### src/rtl/ic_2519.sv
// ic_2519 - behavioural model of the Signetics 2519 hex 40-bit static shift
// register, used as the character line buffer. Six independent bit lanes
// shift in step on a synchronous enable. A recirculate path feeds the oldest
// word back into stage 0. The output word drives the ic_7404 hex inverter.
`timescale 1ns/1ps
module ic_2519 #(
  parameter int                 DEPTH      = 40,   // stages per lane, 2..64
  parameter int                 WIDTH      = 6,    // parallel bit lanes
  parameter logic [WIDTH-1:0]   RESET_WORD = '0    // every stage after reset
) (
  input  logic             clk,
  input  logic             rst,
  input  logic             shift_en,
  input  logic             recirc,
  input  logic [WIDTH-1:0] din,
  input  logic             oe,
  output logic [WIDTH-1:0] dout,
  output logic [WIDTH-1:0] tap0
);

  // The storage is a true shift chain: stage[0] is the newest word and
  // stage[DEPTH-1] is the oldest. Each lane is one bit column of this array,
  // so lanes never mix.
  logic [WIDTH-1:0] stage [DEPTH];
  logic [WIDTH-1:0] feed;

  // Select the word that enters stage 0. When recirc=1 the oldest word goes
  // back in, so an X on din cannot reach the storage in that mode.
  always_comb begin
    feed = din;
    if (recirc) begin
      feed = stage[DEPTH-1];
    end
  end

  // Shift chain with asynchronous clear of every stage.
  // NOTE: the storage is cleared in full on reset. The line buffer has to
  // come up in a known state, and a partially cleared chain would later push
  // X onto dout. Non-blocking assignments let every stage take its
  // neighbour's pre-edge value, which keeps the shift order independent of
  // the loop order.
  always_ff @(posedge clk or posedge rst) begin
    if (rst) begin
      for (int i = 0; i < DEPTH; i++) begin
        stage[i] <= RESET_WORD;
      end
    end else if (shift_en) begin
      stage[0] <= feed;
      for (int i = 1; i < DEPTH; i++) begin
        stage[i] <= stage[i-1];
      end
    end
  end

  // The output path has no register, so an oe change shows on dout in the
  // same cycle. When oe is off, dout is forced to all ones.
  always_comb begin
    dout = '1;
    if (oe) begin
      dout = stage[DEPTH-1];
    end
  end

  // Debug tap on the newest stage. It is not gated by oe.
  assign tap0 = stage[0];

endmodule

### config.mk
export PLATFORM = sky130hd
export DESIGN_NAME = ic_2519
export DESIGN_NICKNAME = d
export VERILOG_FILES = /design/src/rtl/ic_2519.sv
export SDC_FILE = /design/constraint.sdc
export NUM_CORES = 1
export LEC_CHECK = 0
export ABC_AREA = 0
export BUFFER_PORTS_ARGS = -buffer_cell sky130_fd_sc_hd__buf_2
export CORE_ASPECT_RATIO = 0.9
export CORE_UTILIZATION = 35
export DETAILED_ROUTE_END_ITERATION = 8
export GPL_TIMING_DRIVEN = 0
export PLACE_DENSITY = 0.49
export SLEW_MARGIN = 30
export SYNTH_ARGS = -nofsm -noshare
export SYNTH_HDL_FRONTEND = slang
export SYNTH_SLANG_ARGS = --single-unit
### constraint.sdc
create_clock -name clk -period 13.8 [get_ports clk]
set_clock_uncertainty 0.15 [all_clocks]
set_input_delay 4.14 -clock clk [delete_from_list [all_inputs] [get_ports clk]]
set_output_delay 4.14 -clock clk [all_outputs]
set_load 0.1 [all_outputs]
==> results.json <==
{
  "status": "complete, no violations",
  "vias_per_cell": 4.53,
  "wire_per_inst_um": 14.4,
  "ff_latch_area_um2": 6010,
  "post_cts.repair.setup_buffers": 0,
  "synth_top_cells_by_area": "dfrtp_1 (65%), mux2_2 (29%), clkbuf_8 (3.0%), buf_6 (0.73%), mux2i_1 (0.65%)",
  "fp.dieH_um": 156,
  "drc": 0,
  "path_cells": "buf_2, nand2b_1, buf_2",
  "pre_cts_slack_ns": 4.70,
  "n_antenna_cell": 0,
  "coreArea_um2": 25500,
  "cpMostUsedCell": "buf_2",
  "grt_overflow": 0,
  "via_count": 4249,
  "clock-root-buffer": "clkbuf_16",
  "synth_fp_nets": 544,
  "path_buf_inv": 2,
  "switching_share_pct": 24.0,
  "p_comb_share_pct": 15.1,
  "final_cell_count_no_fill": 938,
  "gp_congestion": 0.677,
  "p_leak_nw": 4.95,
  "slew_headroom_pct": 67.3,
  "tritoncts": "done",
  "grt_pass1_vias": 4811,
  "ys_warn_count": 0,
  "synth-xor-area-share_pct": 0,
  "antenna_left": 0,
  "drt_pass1_iterations": 4,
  "worstPathRequired_ns": 9.51,
  "internal_power_mw": 1.47,
  "synth_cell_types": 11,
  "tightest_slew_ns": 0.490,
  "synth_flop_cell": "dfrtp_1",
  "rows": 55,
  "hp-class": "reg -> reg",
  "muxShareOfSynthArea_pct": 29.3,
  "dp.cells": 897,
  "clock.fmax_mhz": 110,
  "multiInputGateArea_um2": 2790,
  "cts_max_path_buffers": 3,
  "hold_viol_final": 0,
  "crit_path_end_kind": "primary output",
  "ys_ff_latch": 240,
  "cp_max_fo": 6,
  "cp-startpoint": "oe",
  "antenna_found_initial": 0,
  "period_needed_ns": 9.09,
  "area_growth_pct": 14.5,
  "yosys.area.top_type": "dfrtp_1",
  "synth_top_family_by_area": "multiplexers",
  "synth.top_cell.area_share_pct": 65.3,
  "drive_gt1_share_pct": 54.5,
  "drt_iter0_drc": 164,
  "yosysMostFrequentCell": "dfrtp_1",
  "grt_util_all_layers_pct": 10.8,
  "grt_max_degree": 95,
  "synth_common_cells": "dfrtp_1 (240), mux2_2 (234), clkbuf_8 (20), buf_4 (7)",
  "cts_sinks": 240,
  "vdd_drop_max_uv": 88.2,
  "p_seq_share_pct": 53.1,
  "synthArstFlopShare_pct": 100,
  "timing.final.crit_share_pct": 65.9,
  "pwr_density_cell_nw_per_um2": 184,
  "synth-compound-area-share_pct": 0.327,
  "numPortBuffers": 20,
  "synthAdderAreaFrac_pct": 0,
  "dpl.hpwl_um": 8710,
  "crit_family": "buffers and inverters",
  "hold_slack_ns": 0.348,
  "total_power_mw": 1.93,
  "tns_ns": 0,
  "hp-start": "stage[136]",
  "critPathSlowestCell": "buf_2",
  "n_fill_cell": 2319,
  "htreeDepth": 1,
  "fin_ws_ns": 4.71,
  "grt_first_pass_wirelength_um": 24100,
  "worstSetupStartpointType": "input port",
  "routed_wl_um": 13500,
  "setup_viol": 0,
  "max_cap_viol_count": 0,
  "synth.avg_cell_area_um2": 17.3,
  "syn_inst": 533,
  "die_x_um": 173,
  "die-area_um2": 26900,
  "seq_area_frac_synth_pct": 65.3,
  "ctsHoldBuffers": 0,
  "cts_buffers": 25,
  "max_stage_delay_ns": 0.42,
  "crit_type": "in -> out",
  "rsz0062_at_grt": "no",
  "ios": 23,
  "p_clk_share_pct": 31.9,
  "clk_pin_slew_ns": 0.06,
  "cts_resized": 0,
  "cp.arrival_ns": 4.80,
  "drv_slew": 0,
  "synth_simple_gate_area_share_pct": 0.653,
  "start_util_pct": 36.1,
  "synth_area_um2": 9200,
  "switchingPower_mw": 0.465,
  "synth_edf_count": 0,
  "regToRegStartpoint": "stage[3]",
  "clkLatencyLatePin_ns": 0.50,
  "nNetsFinal": 593
}
## path summary, 6_finish.rpt
kind                              end  slack [ns]  cells after the start
setup / recovery              dout[0]        4.71                      3
hold / removal             stage[130]        0.35                      1
setup reg to reg              tap0[3]       12.76                      2
hold reg to reg            stage[130]        0.35                      1
max in group asynchronous   stage[56]        8.81                      4
min in group asynchronous  stage[135]        3.48                      2
## power groups by stage
stage          sequential (mW)  combinational [mW]  clock (mW)
2_1_floorplan            0.999               0.259           0
3_3_place_gp              1.04               0.283           0
3_5_place_dp              1.04               0.295           0
4_1_cts                   1.03               0.299       0.638
5_1_grt                   1.06               0.323       0.671
6_report                  1.03               0.291       0.616
## per-layer routing
metal	vias up	GRT usage, %	wire (um)
li1	1970	-	-
met5	-	0	0
met4	0	3.20	304
met1	2219	15.0	6640
met3	26	2.22	401
met2	34	17.1	6150
## cell usage in the layout (no fill, tap or decap)
cell type and n:
clkbuf_2 1, mux2_2 234, mux2i_1 6, inv_8 1, nor2_1 6, buf_6 6
clkinv_2 5, buf_16 2, nand2b_1 6, bufinv_16 1, a21oi_1 6, clkinvlp_4 1
buf_4 7, buf_2 20, clkbuf_8 22, clkbuf_16 25, dfrtp_1 240, clkbuf_1 7
## registers in the layout (all words and copies together), names as in the netlist
| register | flops |
|---|---|
| stage | 234 |
| tap0 | 6 |
## cell families (layout without fill, tap and decap cells)
group / count (synthesis) / after routing
DFF: 240 / 240
and+or+nand+nor: 12 / 12
buffers and inverters: 35 / 98
muxes: 240 / 240
AOI/OAI and AO/OA: 6 / 6
## area by class of cell
cell class / instances / area share [%]
plain buffers: 34 / 3.80
clock buffers: 34 / 6.45
clock inverters: 7 / 0.594
inverters: 1 / 0.107
multi-input cells: 258 / 26.5
flip-flops and latches: 240 / 57.0
well taps: 342 / 4.06
repair buffers: 22 / 1.47
## worst reg2reg max path: stages (launching register included)
cell and delay, ns:
dfrtp_1 0.40, mux2i_1 0.26, a21oi_1 0.11
## per-stage QoR
| stage | util [%] | area, um^2 |
|---|---|---|
| 2_1_floorplan | - | 9200 |
| 3_3_place_gp | 38.2 | 9720 |
| 3_5_place_dp | 38.4 | 9790 |
| 4_1_cts | 41.3 | 10500 |
| 5_1_grt | 41.3 | 10500 |
| 6_report | 41.3 | 10500 |
Note: power is estimated with default switching activity, not from simulation.
